### src/rtl/ipml_prefetch_pkg.sv
// ipml_prefetch_pkg: shared constants and helpers for the ipml read-side prefetch engine
package ipml_prefetch_pkg;
  localparam int PF_DEPTH_MAX = 8;
  localparam int RAM_LAT_MAX = 2;
  localparam int PF_ERR_OVF = 0;
  localparam int PF_ERR_UNDR = 1;
  // ceil(log2(v)), minimum 1 so it can size a vector directly
  function automatic int clog2(input int v);
    int r;
    r = 1;
    while ((1 << r) < v) r++;
    return r;
  endfunction
endpackage

### src/rtl/ipml_prefetch_buf.sv
// ipml_prefetch_buf: circular register buffer holding prefetched words, head exposed on rdata
module ipml_prefetch_buf
  import ipml_prefetch_pkg::*;
#(
  parameter int DATA_W = 32,
  parameter int DEPTH = 2,
  parameter int LVL_W = 2
) (
  input  logic              rd_clk,
  input  logic              rd_rst,
  input  logic              push,
  input  logic              pop,
  input  logic [DATA_W-1:0] wdata,
  output logic [DATA_W-1:0] rdata,
  output logic [LVL_W-1:0]  level
);
  localparam int PW = clog2(DEPTH);
  logic [DATA_W-1:0] mem [DEPTH];
  logic [PW-1:0] wptr, rptr;
  logic do_push, do_pop;
  // a pop on an empty buffer is ignored; a push into a full buffer only lands if a slot frees this cycle
  assign do_pop = pop & (level != '0);
  assign do_push = push & ((level != LVL_W'(DEPTH)) | do_pop);
  assign rdata = mem[rptr];
  // pointers wrap at DEPTH-1 so non-power-of-two depths work
  function automatic logic [PW-1:0] nxt(input logic [PW-1:0] p);
    return (p == PW'(DEPTH - 1)) ? '0 : p + 1'b1;
  endfunction
  // storage, pointer and fill-level update; reset clears contents so dout reads 0
  always_ff @(posedge rd_clk or posedge rd_rst) begin
    if (rd_rst) begin
      wptr <= '0;
      rptr <= '0;
      level <= '0;
      for (int i = 0; i < DEPTH; i++) mem[i] <= '0;
    end else begin
      if (do_push) mem[wptr] <= wdata;
      if (do_push) wptr <= nxt(wptr);
      if (do_pop) rptr <= nxt(rptr);
      level <= (do_push & ~do_pop) ? level + 1'b1 : (do_pop & ~do_push) ? level - 1'b1 : level;
    end
  end
endmodule

### src/rtl/ipml_prefetch_rd_ctrl_v2_0.sv
// ipml_prefetch_rd_ctrl_v2_0: credit-checked SDPRAM read prefetch to FWFT stream; IPML_PREFETCH_ERR_CHK_EN adds pf_err
module ipml_prefetch_rd_ctrl_v2_0
  import ipml_prefetch_pkg::*;
#(
  parameter int DATA_W = 32,
  parameter int PF_DEPTH = 2,
  parameter int RAM_LAT = 1,
  localparam int LVL_W = clog2(PF_DEPTH + 1)
) (
  input  logic              rd_clk,
  input  logic              rd_rst,
  input  logic              ram_empty,
  output logic              ram_rd_en,
  output logic              ram_oce,
  input  logic [DATA_W-1:0] ram_rd_data,
  output logic [DATA_W-1:0] dout,
  output logic              dout_valid,
  input  logic              dout_ready,
  output logic [LVL_W-1:0]  pf_level
`ifdef IPML_PREFETCH_ERR_CHK_EN
  , output logic [1:0]      pf_err
`endif
);
  localparam int TW = LVL_W + 1;
  localparam int IW = clog2(RAM_LAT_MAX + 1);
  logic [RAM_LAT-1:0] vld;
  logic [IW-1:0] inflight;
  logic [TW-1:0] total, need;
  logic pop, push;
  assign pop = dout_valid & dout_ready;
  assign push = vld[RAM_LAT-1];
  assign dout_valid = (pf_level != '0);
  assign inflight = IW'($countones(vld));
  assign total = TW'(pf_level) + TW'(inflight);
  assign need = total - TW'(pop);
  // issue only when a slot is guaranteed for every word already requested; pop frees one this cycle
  assign ram_rd_en = ~ram_empty & ~rd_rst & (need < TW'(PF_DEPTH));
  assign ram_oce = (RAM_LAT == 2) ? vld[0] : 1'b0;
  // in-flight shift pipe: a bit enters on issue and reaches the top when read data is valid
  always_ff @(posedge rd_clk or posedge rd_rst) begin
    if (rd_rst) vld <= '0;
    else vld <= (vld << 1) | RAM_LAT'(ram_rd_en);
  end
  ipml_prefetch_buf #(
    .DATA_W(DATA_W),
    .DEPTH (PF_DEPTH),
    .LVL_W (LVL_W)
  ) u_buf (
    .rd_clk(rd_clk),
    .rd_rst(rd_rst),
    .push  (push),
    .pop   (pop),
    .wdata (ram_rd_data),
    .rdata (dout),
    .level (pf_level)
  );
`ifdef IPML_PREFETCH_ERR_CHK_EN
  // sticky error flags: overflow on push into a full buffer without pop, underrun on ready with nothing valid
  always_ff @(posedge rd_clk or posedge rd_rst) begin
    if (rd_rst) pf_err <= 2'b00;
    else begin
      pf_err[PF_ERR_OVF] <= pf_err[PF_ERR_OVF] | (push & (pf_level == LVL_W'(PF_DEPTH)) & ~pop);
      pf_err[PF_ERR_UNDR] <= pf_err[PF_ERR_UNDR] | (dout_ready & ~dout_valid);
    end
  end
`endif
endmodule

### config.mk
export PLATFORM = sky130hd
export DESIGN_NAME = ipml_prefetch_rd_ctrl_v2_0
export DESIGN_NICKNAME = d
export VERILOG_FILES = /design/src/rtl/ipml_prefetch_pkg.sv /design/src/rtl/ipml_prefetch_buf.sv /design/src/rtl/ipml_prefetch_rd_ctrl_v2_0.sv
export SDC_FILE = /design/constraint.sdc
export NUM_CORES = 1
export LEC_CHECK = 0
export ABC_CLOCK_PERIOD_IN_PS = 5220
export CORE_ASPECT_RATIO = 1.2
export CORE_MARGIN = 2
export CORE_UTILIZATION = 40
export DETAILED_ROUTE_END_ITERATION = 10
export PLACE_DENSITY_LB_ADDON = 0.1
export SYNTH_ARGS = -nofsm -noshare
export SYNTH_HDL_FRONTEND = slang
export SYNTH_SLANG_ARGS = --single-unit
export TNS_END_PERCENT = 50
### constraint.sdc
create_clock -name rd_clk -period 5.22 [get_ports rd_clk]
set_input_delay 1.044 -clock rd_clk [delete_from_list [all_inputs] [get_ports rd_clk]]
set_output_delay 1.044 -clock rd_clk [all_outputs]
set_load 0.02 [all_outputs]
==> metrics.md <==
| Metric | Value |
|---|---|
| Result of the run | `finished clean` |
| Post-route insts no fill | `370` |
| Number of distinct library cells after synthesis | `22` |
| Insertion delay of the later-clocked pin in the worst-skew pair | `340 ps` |
| Worst R2R Start | `u_buf.level[0]$_DFFE_PP0P_` |
| Power per unit of standard cell area | `666 nW/um^2` |
| Setup bufs post-CTS | `0` |
| M2 GR Usage | `22.0%` |
| Vias in the first global route | `2013` |
| Maximum fanout along the worst path | `3` |
| Mean post-synth cell area | `15.7 sq um` |
| Routed wire length | `5700 um` |
| Final net count | `312` |
| Critical path endpoint | `ram_rd_en` |
| Kind of capture point of the worst setup path | `primary output` |
| Measured slew at the worst slew-check pin | `975 ps` |
| Static Leakage | `1.69 nW` |
| Top achievable clock speed | `0.213 GHz` |
| Worst-case vdd ir drop | `0.343 mV` |
| Starting utilization of the core area | `41.1%` |
| Rel. slew slack | `34.8%` |
| Delay contributed by the slowest stage of the critical path | `680 ps` |
| Reg-to-reg critical path endpoint | `push$_DFF_PP0_` |
| Worst min path class | `flip-flop to flip-flop` |
| Worst-case clock buffer depth | `2` |
| Worst hold slack | `486 ps` |
| Die X | `84.8 um` |
| Remaining DRCs | `0` |
| Reg-to-reg setup timing slack | `2820 ps` |
| Synthesized net count | `238` |
| Relative area change from synthesis to final layout | `29.4%` |
| Number of flip-flops and latches in the synthesized netlist | `69` |
| Detailed-route vias per instance | `4.93` |
| Number of diodes | `0` |
| Critical Path Slowest Stage Cell | `sky130_fd_sc_hd__clkdlybuf4s50_1` |
| Chip height | `101 um` |
| Maximum number of pins on one net before global-route repair | `43` |
| Area occupied by multi-input gates | `1300 sq um` |
| Max-cap violation count | `0` |
| Sequential element share of the synthesized area | `55.2%` |
| Kind of launch point of the worst setup path | `input port` |
| CTS Root Buffer Type | `sky130_fd_sc_hd__clkbuf_8` |
| Fill cells | `701` |
| Number of rows in the core area | `35` |
| Area of the die | `8550 sq um` |
| Clock transition time at the flip-flop clock pins of the worst setup and hold paths | `80 ps` |
| CTS H-Tree Depth | `3` |
| Final worst path period need | `4700 ps` |
| Cell count after synthesis | `199` |
| Register cell area after layout | `1730 sq um` |
| Final Hold Viols | `0` |
| Met3 capacity usage during global routing | `3.44%` |
| Placed wire-length estimate | `3690 um` |
| Number of clock buffers inserted by TritonCTS | `9` |
| Number of warning messages in the yosys log | `0` |
| Placed insts | `354` |
| Post-Route Setup TNS | `0 ps` |
| Hold-fix buffers, CTS | `0` |
| Layer with the highest usage after global routing | `met2` |
| Clk_skew | `9.36 ps` |
| CP Cell Sequence | `clkdlybuf4s50_1, nand2_1, inv_1, ha_1, nand2b_1, fa_1, xor2_1, nor4b_1, clkdlybuf4s50_1` |
| Routed len/inst | `15.4 um` |
| Core Util, Final | `53.2%` |
| Initial antenna violation count | `0` |
| M1 GR Usage | `19.0%` |
| Worst setup path category | `input port to primary output` |
| Grt total ovfl | `0` |
| Ratio of cells with drive above 1 in the final layout | `41.7%` |
| Overall via count from detail_route | `1824` |
| Sum of internal, switching and leakage power | `2.70 mW` |
| Data required time of the critical path | `4180 ps` |
| Final worst setup slack | `515 ps` |
| Setup-failing EPs final | `0` |
| Final design area excluding fillers | `4050 sq um` |
| Instance area after placement | `3880 sq um` |
| Global-route total usage across every layer | `14.4%` |
| DRT iter0 DRCs | `35` |
| Fin. max-slew vios | `0` |
| Sink Count | `69` |
| Depth of the most critical reg-to-reg path | `8` |
| Setup repair after global routing missed its margin | `no` |
| RePlAce Congestion | `0.653` |
| Final clock period utilization by the worst path | `90.1%` |
| Cell area after synthesis | `3130 sq um` |
| Total number of cells along the worst setup path | `9` |
| Number of buffer and inverter stages on the critical path | `3` |
| Most numerous cell on the critical path | `sky130_fd_sc_hd__clkdlybuf4s50_1` |
| Worst setup path startpoint | `dout_ready` |
| Global-route wire length before repair | `9530 um` |
| Post-detailed-route count of antenna-violating nets | `0` |
| Port-buffer cells | `71` |
| 1st-pass router iterations | `3` |
| Clock tree from TritonCTS | `done` |
| Core ar. | `7620 sq um` |
| Worst endpoint data arrival time | `3660 ps` |
| Worst slack after detailed placement | `517 ps` |
| Family of cells with the greatest summed delay on the critical path | `buffers and inverters` |
| # IOs | `73` |
| Post-CTS resize count | `0` |
==> report_power, final <==
part	leakage [nW]	total (mW)	switching [mW]	internal [mW]
sequential	0.826	0.955	0.153	0.802
combinational	0.781	1.38	0.570	0.807
clock	0.0808	0.366	0.198	0.168
==> cells in the mapped netlist (all sizes together) <==
master | instances | area share [%]
mux2 | 96 | 35
dfrtp | 69 | 55
buf | 10 | 2.9
xor2 | 4 | 1.1
inv | 3 | 0.36
ha | 2 | 0.80
nand2 | 2 | 0.24
nor2 | 2 | 0.48
nor3b | 2 | 1.2
xnor2 | 2 | 0.56
and2b | 1 | 0.28
clkbuf | 1 | 0.12
conb | 1 | 0.12
fa | 1 | 0.64
nand2b | 1 | 0.20
nor4b | 1 | 0.28
or2 | 1 | 0.20
==> registers in the layout (all words and copies together) (netlist names) <==
name         flops
u_buf.level      2
push             1
u_buf.rptr       1
u_buf.wptr       1
u_buf.mem       64
==> cell type report <==
class,count,area share (%)
repair buffers,74,18.1
well taps,92,2.84
multi-input cells,116,32.1
clock buffers,9,3.06
flip-flops and latches,69,42.6
inverters,3,0.278
clock inverters,7,1.05
==> worst min path at each step <==
stage	end	cells past startpoint	start
4_1_cts	u_buf.mem[30]$_DFFE_PP0P_	1	u_buf.mem[30]$_DFFE_PP0P_
3_3_place_gp	u_buf.mem[30]$_DFFE_PP0P_	1	u_buf.mem[30]$_DFFE_PP0P_
5_1_grt	u_buf.mem[29]$_DFFE_PP0P_	1	u_buf.mem[29]$_DFFE_PP0P_
2_1_floorplan	u_buf.mem[25]$_DFFE_PP0P_	1	u_buf.mem[25]$_DFFE_PP0P_
6_report	u_buf.mem[29]$_DFFE_PP0P_	1	u_buf.mem[29]$_DFFE_PP0P_
3_5_place_dp	u_buf.mem[29]$_DFFE_PP0P_	1	u_buf.mem[29]$_DFFE_PP0P_
==> cells in the final DEF (no fill, tap or decap) <==
master,synthesis,routed
sky130_fd_sc_hd__mux2_1,5,5
sky130_fd_sc_hd__nand2b_1,1,1
sky130_fd_sc_hd__nor3b_4,2,2
sky130_fd_sc_hd__nor4b_1,1,1
sky130_fd_sc_hd__and2b_2,1,1
sky130_fd_sc_hd__nor2_4,1,1
sky130_fd_sc_hd__clkinv_2,0,4
sky130_fd_sc_hd__inv_2,0,1
sky130_fd_sc_hd__fa_1,1,1
sky130_fd_sc_hd__clkbuf_8,0,9
sky130_fd_sc_hd__nor2_1,1,1
sky130_fd_sc_hd__ha_1,2,2
sky130_fd_sc_hd__buf_4,1,3
sky130_fd_sc_hd__or2_2,1,1
sky130_fd_sc_hd__xnor2_1,2,2
sky130_fd_sc_hd__clkdlybuf4s50_1,0,71
sky130_fd_sc_hd__nand2_1,2,2
sky130_fd_sc_hd__xor2_1,4,4
sky130_fd_sc_hd__clkinvlp_4,0,3
sky130_fd_sc_hd__dfrtp_1,69,69
sky130_fd_sc_hd__inv_1,3,2
sky130_fd_sc_hd__conb_1,1,1
sky130_fd_sc_hd__mux2_2,84,84
sky130_fd_sc_hd__mux2_4,7,7
==> metal layers <==
metal / part of all wire [%] / routed length (um) / vias up
met4: 1.8 / 104 / 0
met5: 0 / 0 / -
met2: 47 / 2690 / 48
met1: 46 / 2610 / 919
met3: 5.1 / 293 / 9
li1: - / - / 848
==> kinds of logic after synthesis <==
kind of cell,Yosys count,synth area share [%]
simple gates,10,2.88
xor+xnor,6,1.68
fa+ha+maj,3,1.44
mux,96,35.4
buf+inv,14,3.36
other cells,1,0.120
flops,69,55.2
Note: power is estimated with default switching activity, not from simulation.
